File: config.mk
export PLATFORM = sky130hd
export DESIGN_NAME = clk_gate_ctrl
export DESIGN_NICKNAME = d
export VERILOG_FILES = /design/src/rtl/clk_gate_ctrl_pkg.sv /design/src/rtl/clk_gate_ctrl_ch.sv /design/src/rtl/clk_gate_ctrl.sv
export SDC_FILE = /design/constraint.sdc
export NUM_CORES = 1
export LEC_CHECK = 0
export BUFFER_PORTS_ARGS = -buffer_cell sky130_fd_sc_hd__clkbuf_2
export CAP_MARGIN = 20
export CORE_UTILIZATION = 35
export DETAILED_ROUTE_END_ITERATION = 16
export PLACE_DENSITY = 0.57
export SYNTH_ARGS = -nofsm -noshare
export SYNTH_HDL_FRONTEND = slang
export SYNTH_HIERARCHICAL = 1
export SYNTH_SLANG_ARGS = --single-unit
File: constraint.sdc
create_clock -name clk_i -period 2.6 [get_ports clk_i]
set_input_delay 0.39 -clock clk_i [delete_from_list [all_inputs] [get_ports clk_i]]
set_output_delay 0.39 -clock clk_i [all_outputs]
set_load 0.02 [all_outputs]
File: src/rtl/clk_gate_ctrl_pkg.sv
// Shared types and helpers for the clock-gate enable controller.
package clk_gate_ctrl_pkg;

  typedef enum logic [1:0] {
    RUN  = 2'd0,
    OFF  = 2'd1,
    WAKE = 2'd2
  } ch_state_e;

  // Wake counter holds WAKE_CYCLES-1 down to 0.
  function automatic int unsigned wake_cnt_w(input int unsigned wake_cycles);
    return (wake_cycles < 2) ? 1 : $clog2(wake_cycles + 1);
  endfunction

endpackage

File: src/rtl/clk_gate_ctrl_ch.sv
// Single gated-clock channel: idle timeout into OFF, wake with settle period
// and optional acknowledge back to RUN.
module clk_gate_ctrl_ch
  import clk_gate_ctrl_pkg::*;
#(
  parameter int unsigned CNT_W       = 8,
  parameter int unsigned WAKE_CYCLES = 2
) (
  input  logic             clk_i,
  input  logic             rst_ni,
  input  logic [CNT_W-1:0] idle_timeout_i,
  input  logic             gate_allow_i,
  input  logic             busy_i,
  input  logic             wake_req_i,
  output logic             en_o,
  output logic             wake_ack_o,
  output logic             gated_o
);

  localparam int unsigned WCW = wake_cnt_w(WAKE_CYCLES);

  if (WAKE_CYCLES < 1) begin : g_bad_wake_cycles
    $error("clk_gate_ctrl_ch: WAKE_CYCLES must be >= 1");
  end

  ch_state_e        state_q;
  logic [CNT_W-1:0] idle_cnt_q;
  logic [WCW-1:0]   wake_cnt_q;
  logic             wake_ack_q;
  logic             idle;
  logic             timeout_hit;

  assign idle = gate_allow_i & ~busy_i & ~wake_req_i & (idle_timeout_i != '0);
  // >= rather than == so a timeout lowered below the running count gates at once.
  assign timeout_hit = (idle_cnt_q >= (idle_timeout_i - CNT_W'(1)));

  always_ff @(posedge clk_i or negedge rst_ni) begin
    if (!rst_ni) begin
      state_q    <= RUN;
      idle_cnt_q <= '0;
      wake_cnt_q <= '0;
      wake_ack_q <= 1'b0;
    end else begin
      wake_ack_q <= 1'b0;
      unique case (state_q)
        RUN: begin
          wake_ack_q <= wake_req_i;
          if (!idle) begin
            idle_cnt_q <= '0;
          end else if (timeout_hit) begin
            state_q    <= OFF;
            idle_cnt_q <= '0;
          end else if (idle_cnt_q != '1) begin
            idle_cnt_q <= idle_cnt_q + CNT_W'(1);
          end
        end
        OFF: begin
          if (wake_req_i || busy_i || !gate_allow_i) begin
            state_q    <= WAKE;
            wake_cnt_q <= WCW'(WAKE_CYCLES - 1);
          end
        end
        WAKE: begin
          if (wake_cnt_q == '0) begin
            state_q    <= RUN;
            wake_ack_q <= wake_req_i;
          end else begin
            wake_cnt_q <= wake_cnt_q - WCW'(1);
          end
        end
        default: state_q <= RUN;
      endcase
    end
  end

  assign en_o       = (state_q != OFF);
  assign gated_o    = (state_q == OFF);
  assign wake_ack_o = wake_ack_q;

endmodule

File: src/rtl/clk_gate_ctrl.sv
// Multi-channel clock-gate enable controller; test_en_i forces every enable
// high without disturbing the channel state machines.
module clk_gate_ctrl
  import clk_gate_ctrl_pkg::*;
#(
  parameter int unsigned NUM_CH      = 4,
  parameter int unsigned CNT_W       = 8,
  parameter int unsigned WAKE_CYCLES = 2
) (
  input  logic              clk_i,
  input  logic              rst_ni,
  input  logic [CNT_W-1:0]  idle_timeout_i,
  input  logic [NUM_CH-1:0] gate_allow_i,
  input  logic [NUM_CH-1:0] busy_i,
  input  logic [NUM_CH-1:0] wake_req_i,
  input  logic              test_en_i,
  output logic [NUM_CH-1:0] clk_en_o,
  output logic [NUM_CH-1:0] wake_ack_o,
  output logic [NUM_CH-1:0] gated_o,
  output logic              all_gated_o
);

  logic [NUM_CH-1:0] ch_en;

  for (genvar c = 0; c < NUM_CH; c++) begin : g_ch
    clk_gate_ctrl_ch #(
      .CNT_W       (CNT_W),
      .WAKE_CYCLES (WAKE_CYCLES)
    ) u_ch (
      .clk_i          (clk_i),
      .rst_ni         (rst_ni),
      .idle_timeout_i (idle_timeout_i),
      .gate_allow_i   (gate_allow_i[c]),
      .busy_i         (busy_i[c]),
      .wake_req_i     (wake_req_i[c]),
      .en_o           (ch_en[c]),
      .wake_ack_o     (wake_ack_o[c]),
      .gated_o        (gated_o[c])
    );
  end

  assign clk_en_o    = ch_en | {NUM_CH{test_en_i}};
  assign all_gated_o = &gated_o;

endmodule

# Yosys cells after proc, flatten, opt, wreduce, memory -nomap -nowiden
# Cells that the tools add are included.
# totals
ramBits,0
mem_bits_ro,0
wordCells,180
input_bits,23
latch_bits,0
reg_bits,52
memories,0
# op_classes
mux,52
multipliers,0
reduce_logical,38
n_addsub,9
eq_ne,40
n_div,0
n_lt_le_gt_ge,4
n_bitwise,21
shifts,0
# ops
operator,count
8-bit 2-to-1 mux,12
2-bit 2-to-1 mux,24
8-bit by 1-bit adder with 8-bit output (second input constant),4
8-bit greater-or-equal comparator,4
2-bit by 1-bit inequality test with 1-bit output (second input constant),16
8-bit inequality test (second input constant),4
2-bit case mux with 3 select lines,4
4-bit AND reduction,5
2-bit logical NOT,8
2-bit inequality test (second input constant),8
2-bit case mux with 2 select lines,4
1-bit bitwise AND,12
3-bit inequality test (second input constant),4
3-bit AND reduction,4
2-bit by 1-bit equality test with 1-bit output (second input constant),4
2-bit equality test (second input constant),4
1-bit logical OR,8
1-bit NOT,8
1-bit case mux with 2 select lines,4
2-bit AND reduction,4
2-bit nonzero test,4
8-bit nonzero test,1
2-bit by 1-bit subtractor with 2-bit output (second input constant),4
8-bit by 1-bit subtractor with 8-bit output (second input constant),1
3 further kinds,9

# Longest topological paths before layout
# Gate-level depths: netlist of the first run.
# depth
depth_word,6
depth_mapped,12

# Cells and area by module
# The synthesis of the first run kept the hierarchy.
# modules_own_cells
mod,area_per_inst_um2,n_inst,cells_each
clk_gate_ctrl_ch,1047.3,4,115
clk_gate_ctrl,33.8,1,5

# Worst setup path after synthesis of the first run
# No wires, ideal clock.
# synth_path
path_kind,input port to flip-flop
from,input port idle_timeout_i[1]
to,register g_ch[0].u_ch.idle_cnt_q[2]
n_path_buf,1
setup_slack_ps,224
t_arrival_ps,2276
path_stages,11
cell_sequence,nor3_1 -> nor3b_1 -> xnor2_1 -> ha_1 -> a21oi_1 -> nor2_1 -> a211oi_1 -> and4b_1 -> buf_6 -> nand3b_4 -> o311ai_2
# synth_between
elab_chain_len,4
word_cells_on_any_way,8
# synth_lines
item,line,text
from (decl),clk_gate_ctrl.sv:12,"input logic [CNT_W-1:0] idle_timeout_i,"
8-bit by 1-bit subtractor with 8-bit output / 8-bit nonzero test (equally long branches),"clk_gate_ctrl_ch.sv:35, clk_gate_ctrl_ch.sv:33",
8-bit greater-or-equal comparator / 1-bit bitwise AND (equally long branches),"clk_gate_ctrl_ch.sv:35, clk_gate_ctrl_ch.sv:33",
3-bit inequality test (no source line) / 8-bit 2-to-1 mux (equally long branches),n/a,
2-bit AND reduction (no source line) / 8-bit 2-to-1 mux (equally long branches),n/a,
to (signal assigned),clk_gate_ctrl_ch.sv:54,idle_cnt_q <= idle_cnt_q + CNT_W'(1);
to (decl),clk_gate_ctrl_ch.sv:27,logic [CNT_W-1:0] idle_cnt_q;
# Several ways; a longest one is shown, not always the timed one.
# A chain may end at the register's enable or synchronous reset.

# Worst setup path in the final report of the first run
# layout_path
from,input port idle_timeout_i[2]
to,register g_ch[0].u_ch.idle_cnt_q[5]
# The elaborated chain is that of the path after synthesis.

==> results of run 1 <==
-- power breakdown --
| part | leakage [nW] | internal, W | switching, W |
|---|---|---|---|
| Sequential | 0.697 | 0.000830 | 0.0000240 |
| Clock | 0.0766 | 0.000381 | 0.000302 |
| Combinational | 1.48 | 0.000161 | 0.000181 |
| Total | 2.26 | 0.00137 | 0.000508 |
-- layout by cell type (no fill, tap or decap), types with 12 or more instances in the layout --
cell / synthesis / routed
dfrtp_1: 52 / 52
clkbuf_2: 0 / 29
nand3_1: 16 / 16
inv_1: 44 / 44
xor2_1: 12 / 12
o211ai_1: 16 / 16
ha_1: 48 / 46
nand2_1: 44 / 43
buf_4: 0 / 45
o21ai_0: 20 / 20
nor2_1: 28 / 28
a21oi_1: 28 / 28
or2_1: 12 / 12
-- stage by stage --
step / std cells / area (um^2) / TNS (ns) / power, W / utilization [%]
global placement: 674 / 4820 / -4.83 / 0.00118 / 41.7
finish: 687 / 5170 / 0 / 0.00188 / 44.7
floorplan: 465 / 4220 / 0 / 0.00105 / -
detailed placement: 674 / 4820 / -5.97 / 0.00119 / 41.7
global route: 687 / 5170 / -0.0407 / 0.00198 / 44.7
CTS: 682 / 4970 / 0 / 0.00188 / 43.0
-- path summary, 6_finish.rpt --
path	from	slack, ns	endpoint	cells after the start
worst max-delay path	idle_timeout_i[2]	0.12	g_ch[0].u_ch/idle_cnt_q[5]$_DFFE_PN0P_	12
worst min-delay path	rst_ni	0.09	g_ch[2].u_ch/idle_cnt_q[6]$_DFFE_PN0P_	1
worst max register to register	g_ch[0].u_ch/idle_cnt_q[2]$_DFFE_PN0P_	0.38	g_ch[0].u_ch/idle_cnt_q[6]$_DFFE_PN0P_	9
worst min register to register	g_ch[1].u_ch/wake_cnt_q[1]$_DFFE_PN0P_	0.49	g_ch[1].u_ch/wake_cnt_q[1]$_DFFE_PN0P_	1
max in group asynchronous	rst_ni	1.84	g_ch[1].u_ch/idle_cnt_q[4]$_DFFE_PN0P_	2
min in group clk_i	wake_req_i[2]	0.35	g_ch[2].u_ch/wake_ack_o$_DFF_PN0_	2
-- timing repair --
action,in CTS,in global routing
resized for setup,0,38
setup endpoints to repair,0,32
buffers inserted,0,5
-- sequential cells by signal (all words and copies together), names as in the netlist --
| register | count |
|---|---|
| g_ch.u_ch/idle_cnt_q | 32 |
| g_ch.u_ch/wake_ack_o | 4 |
| g_ch.u_ch/state_q | 8 |
| g_ch.u_ch/wake_cnt_q | 8 |
-- layer usage --
layer	up-vias	global-route usage (%)	routed length [um]
met5	-	0	0
met4	0	3.24	77
met3	6	2.72	275
met2	61	27.0	4540
met1	1762	20.2	4530
li1	1841	-	-
-- final cells by class --
class	count	area share, %
clock buffer	6	2.69
clock inverter	2	0.194
inverter	44	3.19
multi-input combinational	357	54.0
sequential	52	25.2
tap	143	3.46
timing repair buffer	83	11.3
-- cells by family (layout without fill, tap and decap cells) --
family | after synthesis | in the layout
AOI/OAI and AO/OA | 116 | 116
muxes | 8 | 8
xor gates and xnor gates | 24 | 24
adders and majority gates | 48 | 48
and+or+nand+nor | 161 | 161
DFF | 52 | 52
buffers and inverters | 56 | 135
==> summary.txt, run 1 <==
Synth
  • Share of synthesized cell area in full adder, half adder and majority cells: 14.2%
  • Synth cell types: 38
  • Ranking of synthesized cells by area: dfrtp_1 (31%), ha_1 (14%), o311ai_2 (4.6%), inv_1 (3.9%), nand2_1 (3.9%)
  • Number of flops mapped to enable cells by yosys: 0
  • Seq/Total Area, Yosys: 30.8%
  • Post-synth top area cell: dfrtp_1
  • Post-synthesis mux area share: 2.01%
  • Synth Instances: 465
  • Most frequent cells after synthesis: dfrtp_1 (52), ha_1 (48), inv_1 (44), nand2_1 (44)
  • Post-synthesis async set-or-reset flop share: 100%
  • Synth Area in Compound Gates: 20.4%
  • Largest family of logic cells by synthesized area: simple AND/OR/NAND/NOR gates
  • Post-synth top flop: dfrtp_1
  • Post-synthesis xor/xnor area fraction: 4.98%
  • Net count after synthesis: 536
  • Synth Cell Area: 4220 um^2
  • Mapped Avg Cell Area: 9.08 um^2
  • Seq cells post-synth: 52
  • Most common cell in the netlist: dfrtp_1
  • Yosys top cell area share: 30.8%
  • Post-Synth Simple-Gate Area: 21.8%
  • Ys Warns: 6

CTS
  • TritonCTS clock tree: done
  • Total number of H-tree levels: 2
  • Root buffer cell: clkbuf_16
  • CTS sink cnt: 52
  • Clock-pin slew on the worst setup and hold paths: 0.07 ns
  • Clock Tree Buf Depth: 2
  • Hold bufs inserted after CTS: 0
  • Clock latency on the worst-skew pair: 0.30 ns
  • Num CTS Buffers: 5

GRT
  • Number of global-route vias before repair: 3491
  • First-pass GRT wire length: 16.0 mm
  • Initial antenna violation count: 0
  • Global route total overflow: 0
  • Tot GR Track Use: 15.6%
  • Largest net degree at the start of global routing: 24

Timing
  • Tightest Pin Transition: 0.615 ns
  • Hold WS: 0.0943 ns
  • Min cycle time layout: 2.48 ns
  • Final Hold Viols: 0
  • Worst setup slack after layout: 0.123 ns
  • Setup Viol. Count Final: 0
  • Slew margin rel.: 59.0%
  • Clock skew: 0.00679 ns
  • Slew Viols, Final: 0
  • Max Freq: 0.404 GHz
  • Tcrit/Tclk final: 95.3%

Floorplanning
  • Initial Util: 36.5%
  • Core Rows: 39
  • Chip width: 112 um
  • Die ar.: 12500 um^2
  • Core Region: 11600 um^2
  • # IOs: 36
  • Die Ht: 112 um

Route
  • DR WL/cell: 13.7 um
  • Vias per inst: 5.34
  • DR iter-0 viols: 197
  • Pre-antenna DRT Iters: 11
  • Via count: 3670
  • WL final: 9.42 mm
  • Residual DRC: 2
  • DRT antenna net count: 0

Cells and area
  • Area Overhead vs Synth: 22.4%
  • Sequential cell area: 1300 um^2
  • Fillers: 1146
  • Area of the multi-input gates: 2790 um^2
  • Layout Nets: 614
  • Number of inserted diodes: 0
  • Share of layout cells above drive strength 1: 24.1%

Setup path
  • CP Launch Type: input pin
  • Cell repeated most along the worst path: buf_6
  • Crit path DAT: 2.67 ns
  • Crit Path Class: input pin to register
  • Crit path largest cell delay: 0.35 ns
  • Critical-path top delay cell: ha_1
  • Crit-path max FO: 7
  • CP Buf/Inv Count: 4
  • Cell family with most CP delay: simple AND/OR/NAND/NOR gates
  • Critical path capture point type: register
  • Sequence of cells on the critical path: buf_12 -> buf_8 -> nor4_4 -> nand2_1 -> xor2_1 -> ha_1 -> buf_6 -> a211oi_4 -> and4b_1 -> buf_6 -> nand3b_4 -> o311ai_4
  • CP Data Required Time: 2.80 ns

Place
  • DP Wirelength: 7.22 mm
  • Pre-CTS setup slack: -0.274 ns
  • Global placer's final weighted congestion: 0.796
  • Port Buffers: 35

Pwr
  • Max IR drop VDD: 0.184 mV
  • LEAKAGE: 2.26 nW
  • Power Density: 364 nW/um^2

Hold path
  • Worst Hold Class: input pin to async pin

Status
  • Status: complete, but fails checks
  • Failing checks: DRC

Job
  • Max_cap viols: 0
Note: power is estimated with default switching activity, not from simulation.
==> run 2: changes to the inputs <==
--- a/config.mk
+++ b/config.mk
@@ -10,6 +10,7 @@
 export CORE_UTILIZATION = 35
 export DETAILED_ROUTE_END_ITERATION = 16
 export PLACE_DENSITY = 0.57
+export RECOVER_POWER = 50
 export SYNTH_ARGS = -nofsm -noshare
 export SYNTH_HDL_FRONTEND = slang
 export SYNTH_HIERARCHICAL = 1
==> summary.txt, run 2 (synthesis gave the netlist of run 1 again) <==
Floorplanning
  • # IOs: 36
  • Core Region: 11600 um^2
  • Die ar.: 12500 um^2
  • Chip width: 112 um
  • Die Ht: 112 um
  • Initial Util: 36.5%
  • Core Rows: 39

Pwr
  • P_sw: 0.000509 W
  • Combinational Power Share: 18.1%
  • Clock network fraction of total power: 36.4%
  • Power Density: 364 nW/um^2
  • Max IR drop VDD: 0.184 mV
  • LEAKAGE: 2.24 nW
  • Net Sw Frac: 27.1%
  • Flop pwr share: 45.4%
  • Design Power: 0.00188 W
  • Int Pwr: 0.00137 W

Status
  • Status: complete, but fails checks
  • Failing checks: DRC

Hold path
  • Hold Crit Depth: 2
  • Worst Hold Class: input pin to register
  • Hold Path End: g_ch[2].u_ch/wake_ack_o$_DFF_PN0_
  • Hold_sp: wake_req_i[2]

Setup path
  • Crit path DAT: 2.67 ns
  • R2R Path End: g_ch[0].u_ch/idle_cnt_q[6]$_DFFE_PN0P_
  • CP Launch Point: idle_timeout_i[2]
  • Critical path capture point type: register
  • Register-to-Register Path Depth: 9
  • CP Launch Type: input pin
  • Crit Path Class: input pin to register
  • Worst R2R Setup Slack: 0.38 ns
  • Crit-path max FO: 7
  • CP Data Required Time: 2.80 ns
  • Reg2reg start: g_ch[0].u_ch/idle_cnt_q[2]$_DFFE_PN0P_

Route
  • DR WL/cell: 13.7 um
  • DRT antenna net count: 0
  • WL final: 9.41 mm
  • Residual DRC: 2
  • Vias per inst: 5.33
  • DR iter-0 viols: 196
  • Via count: 3661
  • Pre-antenna DRT Iters: 11

Timing
  • Max Freq: 0.404 GHz
  • Tightest Pin Transition: 1.30 ns
  • Final Hold Viols: 0
  • Setup Viol. Count Final: 0
  • Tcrit/Tclk final: 95.3%
  • Hold WS: 0.344 ns
  • Slew Viols, Final: 0
  • Clock skew: 0.00781 ns
  • Slew margin rel.: 13.5%
  • Min cycle time layout: 2.48 ns

Cells and area
  • Register with the most flip-flops: g_ch.u_ch/idle_cnt_q
  • Number of inserted diodes: 0
  • Share of layout cells above drive strength 1: 23.3%
  • Commonest non-fill, non-tap cell in the layout: dfrtp_1
  • Biggest regs: g_ch.u_ch/idle_cnt_q (32), g_ch.u_ch/state_q (8), g_ch.u_ch/wake_cnt_q (8)
  • Area Overhead vs Synth: 22.2%
  • Final core occ: 44.6%
  • Layout Nets: 614
  • Layout Cells excl Fill: 687
  • Max FFs per register: 32
  • Most frequent cells in the layout: dfrtp_1 (52), ha_1 (46), inv_1 (44)

GRT
  • Initial antenna violation count: 0
  • Number of global-route vias before repair: 3491
  • Largest net degree at the start of global routing: 24
  • First-pass GRT wire length: 16.0 mm
  • Tot GR Track Use: 15.6%
  • Global route total overflow: 0

Place
  • Global placer's final weighted congestion: 0.796
  • DP Wirelength: 7.22 mm
  • Placed Cells: 674
  • Port Buffers: 35

CTS
  • Clock-pin slew on the worst setup and hold paths: 0.07 ns
  • Clock latency on the worst-skew pair: 0.30 ns
  • CTS sink cnt: 52
  • Total number of H-tree levels: 2
  • Hold bufs inserted after CTS: 0
  • TritonCTS clock tree: done
  • Clock Tree Buf Depth: 2
  • Num CTS Buffers: 5
  • Root buffer cell: clkbuf_16

Job
  • Max_cap viols: 0
[run 2: how the worst max path moves through the flow]
stage | endpoint | slack, ns
after floorplan | g_ch[0].u_ch/idle_cnt_q[2]$_DFFE_PN0P_ | 0.22
after global placement | g_ch[1].u_ch/idle_cnt_q[2]$_DFFE_PN0P_ | -0.22
after detailed placement | g_ch[1].u_ch/idle_cnt_q[2]$_DFFE_PN0P_ | -0.27
after CTS | g_ch[1].u_ch/idle_cnt_q[2]$_DFFE_PN0P_ | 0.008
after global routing | g_ch[0].u_ch/idle_cnt_q[5]$_DFFE_PN0P_ | -0.03
final | g_ch[0].u_ch/idle_cnt_q[5]$_DFFE_PN0P_ | 0.12
[run 2: layout make-up]
type,instances,area [um^2]
clock buffer,6,139
clock inverter,2,10.0
fill,1150,6400
inverter,44,165
multi-input combinational,357,2790
sequential,52,1300
tap,143,179
timing repair buffer,83,573
[run 2: worst max-delay path, stage by stage]
cell      delay (ns)
buf_12          0.11
buf_8           0.13
nor4_4          0.30
nand2_1         0.10
xor2_1          0.16
ha_1            0.35
buf_6           0.14
a211oi_4        0.21
and4b_1         0.23
buf_6           0.14
nand3b_4        0.14
o311ai_4        0.28
[run 2: power groups by stage]
stage                     sequential (W)  clock [W]  combinational [W]
final                           0.000854   0.000684           0.000341
after global routing            0.000858   0.000735           0.000389
after CTS                       0.000854   0.000699           0.000323
after detailed placement        0.000869          0           0.000322
after global placement          0.000868          0           0.000312
after floorplan                 0.000864          0           0.000185
[run 2: layer usage]
| metal | vias up | track usage (%) | routed length (um) |
|---|---|---|---|
| met3 | 6 | 2.72 | 271 |
| met5 | - | 0 | 0 |
| met2 | 56 | 27.0 | 4520 |
| li1 | 1840 | - | - |
| met4 | 0 | 3.24 | 77 |
| met1 | 1759 | 20.2 | 4550 |
[run 2: what timing repair did]
action / in CTS / in global routing
endpoints found under the hold margin: 0 / 0
setup endpoints to repair: 0 / 32
resized for setup: 0 / 38
buffers inserted: 0 / 5
[run 2: metrics by stage]
step                instance area [um^2]  setup slack, ns  setup TNS (ns)
finish                              5160            0.123               0
global route                        5160          -0.0253         -0.0407
CTS                                 4970          0.00823               0
detailed placement                  4820           -0.274           -5.97
global placement                    4820           -0.225           -4.83
floorplan                           4220            0.224               0
==> run 3: changes to the inputs <==
--- a/config.mk
+++ b/config.mk
@@ -5,11 +5,11 @@
 export SDC_FILE = /design/constraint.sdc
 export NUM_CORES = 1
 export LEC_CHECK = 0
+export ABC_AREA = 1
 export BUFFER_PORTS_ARGS = -buffer_cell sky130_fd_sc_hd__clkbuf_2
 export CAP_MARGIN = 20
 export CORE_UTILIZATION = 35
 export DETAILED_ROUTE_END_ITERATION = 16
-export PLACE_DENSITY = 0.57
 export RECOVER_POWER = 50
 export SYNTH_ARGS = -nofsm -noshare
 export SYNTH_HDL_FRONTEND = slang
==> summary.txt, run 3 <==
CTS
  • Clock latency on the worst-skew pair: 0.30 ns
  • CTS resizes: 0
  • Hold bufs inserted after CTS: 0
  • Root buffer cell: clkbuf_16
  • Clock Tree Buf Depth: 2
  • TritonCTS clock tree: done
  • Num CTS Buffers: 5
  • Total number of H-tree levels: 2
  • Clock-pin slew on the worst setup and hold paths: 0.07 ns
  • Post-CTS Setup Inserts: 0
  • CTS sink cnt: 52

Cells and area
  • Layout Cells excl Fill: 830
  • Final core occ: 41.0%
  • Most frequent cells in the layout: nand2_1 (138), nor2_1 (84), inv_1 (82)
  • Number of inserted diodes: 0
  • Area Overhead vs Synth: 13.0%
  • Fillers: 1293
  • Cell area after layout: 5230 um^2
  • Layout Nets: 728
  • Biggest regs: g_ch.u_ch/idle_cnt_q (32), g_ch.u_ch/state_q (8), g_ch.u_ch/wake_cnt_q (8)
  • Max FFs per register: 32
  • Register with the most flip-flops: g_ch.u_ch/idle_cnt_q
  • Share of layout cells above drive strength 1: 16.6%
  • Commonest non-fill, non-tap cell in the layout: nand2_1

Synth
  • Seq/Total Area, Yosys: 28.1%
  • Post-synth top flop: dfrtp_1
  • Post-synth top area cell: dfrtp_1
  • Synth Cell Area: 4630 um^2
  • Net count after synthesis: 682
  • Post-synthesis async set-or-reset flop share: 100%
  • Mapped Avg Cell Area: 7.58 um^2
  • Ranking of synthesized cells by area: dfrtp_1 (28%), ha_1 (13%), nand2_1 (11%), nor2_1 (6.8%), inv_1 (6.6%)
  • Seq cells post-synth: 52
  • Ys Warns: 6
  • Yosys top cell area share: 28.1%
  • Most frequent cells after synthesis: nand2_1 (138), nor2_1 (84), inv_1 (82)
  • Number of flops mapped to enable cells by yosys: 0
  • Synth cell types: 27
  • Synth Instances: 611
  • Most common cell in the netlist: nand2_1

Pwr
  • LEAKAGE: 2.66 nW
  • Max IR drop VDD: 0.236 mV
  • Power Density: 406 nW/um^2
  • Design Power: 0.00213 W

Route
  • Via count: 3802
  • WL final: 9.56 mm
  • DR WL/cell: 11.5 um
  • DRT antenna net count: 0
  • Pre-antenna DRT Iters: 4
  • Vias per inst: 4.58
  • DR iter-0 viols: 132
  • Residual DRC: 0

Timing
  • Max Freq: 0.451 GHz
  • Min cycle time layout: 2.22 ns
  • Slew Viols, Final: 0
  • Slew margin rel.: 11.3%
  • Setup TNS: 0 ns
  • Tcrit/Tclk final: 85.3%
  • RSZ-0062 raised after global routing: no
  • Final Hold Viols: 0
  • Setup Viol. Count Final: 0
  • Tightest Pin Transition: 1.33 ns
  • Clock skew: 0.00308 ns

GRT
  • Largest net degree at the start of global routing: 53
  • Tot GR Track Use: 15.5%
  • First-pass GRT wire length: 16.7 mm
  • Number of global-route vias before repair: 3694
  • Initial antenna violation count: 0
  • Global route total overflow: 0

Place
  • DP Wirelength: 7.38 mm
  • Placed cell area: 5050 um^2
  • Placed Cells: 822
  • Port Buffers: 35
  • Global placer's final weighted congestion: 0.781

Setup path
  • Critical path capture point type: register
  • Crit path DAT: 2.46 ns
  • Reg2reg start: g_ch[1].u_ch/idle_cnt_q[3]$_DFFE_PN0P_
  • R2R Path End: g_ch[1].u_ch/idle_cnt_q[4]$_DFFE_PN0P_
  • Crit-path max FO: 9
  • Register-to-Register Path Depth: 10
  • Worst R2R Setup Slack: 0.78 ns
  • CP Data Required Time: 2.84 ns
  • CP Launch Type: input pin
  • Crit Path Class: input pin to register

Hold path
  • Worst Hold Class: input pin to register
  • Hold Path End: g_ch[0].u_ch/wake_ack_o$_DFF_PN0_
  • Hold Crit Depth: 3
  • Hold_sp: wake_req_i[0]

Floorplanning
  • Die Ht: 117 um
  • Initial Util: 36.3%
  • Core Region: 12800 um^2
  • Die ar.: 13700 um^2
  • Core Rows: 41
  • # IOs: 36
  • Chip width: 117 um

Status
  • Status: complete, no violations

Job
  • Max_cap viols: 0
-- run 3: cell count changes in the layout (fill, tap and decap cells not counted), moves of 13 or more --
| cell | before | now |
|---|---|---|
| inv_1 | 44 | 82 |
| nand2_1 | 43 | 138 |
| xnor2_1 | 11 | 24 |
| a21oi_1 | 28 | 12 |
| nand3_1 | 16 | 48 |
| o211ai_1 | 16 | 0 |
| nand2_2 | 1 | 15 |
| buf_4 | 43 | 3 |
| nor2_1 | 28 | 84 |
| o21ai_0 | 20 | 0 |
-- run 3: through the flow --
step / setup slack (ns) / hold slack, ns
4_1_cts: 0.372 / 0.247
5_1_grt: 0.135 / 0.308
3_5_place_dp: 0.0580 / 0.483
6_report: 0.381 / 0.303
3_3_place_gp: 0.106 / 0.484
2_1_floorplan: 0.450 / 0.0944
-- run 3: cell type report --
| type | count | area [um^2] | area share [%] |
|---|---|---|---|
| inverter | 88 | 330 | 6.31 |
| tap | 172 | 215 | 4.11 |
| clock buffer | 7 | 153 | 2.92 |
| timing repair buffer | 39 | 203 | 3.87 |
| clock inverter | 1 | 30.0 | 0.574 |
| sequential | 52 | 1300 | 24.9 |
| multi-input combinational | 471 | 3000 | 57.4 |
-- run 3: logic make-up (layout without fill, tap and decap cells) --
| logic type | count (synthesis) | in the layout | synth area share [%] |
|---|---|---|---|
| adder cells (fa/ha/maj) | 48 | 48 | 13.0 |
| buffers and inverters | 88 | 135 | 7.13 |
| XOR/XNOR | 48 | 48 | 9.07 |
| flip-flops | 52 | 52 | 28.1 |
| AND/OR/NAND/NOR | 347 | 347 | 39.3 |
| AO/OA/AOI/OAI | 28 | 28 | 3.48 |
-- run 3: critical path, stage by stage --
cell	delay (ns)
clkbuf_2	0.13
inv_1	0.16
ha_1	0.21
nand2_1	0.09
nor3_1	0.17
xor2_1	0.16
inv_1	0.06
ha_1	0.27
nand2_1	0.08
nor2_1	0.07
nor2_4	0.15
nand4_4	0.21
nand2_4	0.17
nand2_1	0.06
nand2_1	0.07
-- run 3: power breakdown --
| group | switching [W] | internal [W] |
|---|---|---|
| clock network | 0.000302 | 0.000507 |
| registers | 0.0000215 | 0.000877 |
| logic | 0.000254 | 0.000165 |
-- run 3: how the worst max path moves through the flow --
stage | depth (start not counted) | from | slack (ns) | endpoint
after global placement | 15 | idle_timeout_i[0] | 0.11 | g_ch[3].u_ch/idle_cnt_q[7]$_DFFE_PN0P_
after CTS | 15 | idle_timeout_i[0] | 0.37 | g_ch[2].u_ch/idle_cnt_q[3]$_DFFE_PN0P_
after floorplan | 14 | idle_timeout_i[0] | 0.45 | g_ch[3].u_ch/idle_cnt_q[4]$_DFFE_PN0P_
final | 15 | idle_timeout_i[0] | 0.38 | g_ch[1].u_ch/idle_cnt_q[4]$_DFFE_PN0P_
after global routing | 15 | idle_timeout_i[0] | 0.14 | g_ch[2].u_ch/idle_cnt_q[3]$_DFFE_PN0P_
after detailed placement | 15 | idle_timeout_i[0] | 0.06 | g_ch[2].u_ch/idle_cnt_q[3]$_DFFE_PN0P_
-- run 3: per-layer routing --
| layer | wire [um] | track usage (%) |
|---|---|---|
| met5 | 0 | 0 |
| met4 | 240 | 6.33 |
| met3 | 281 | 2.88 |
| met2 | 4710 | 27.0 |
| met1 | 4330 | 18.7 |
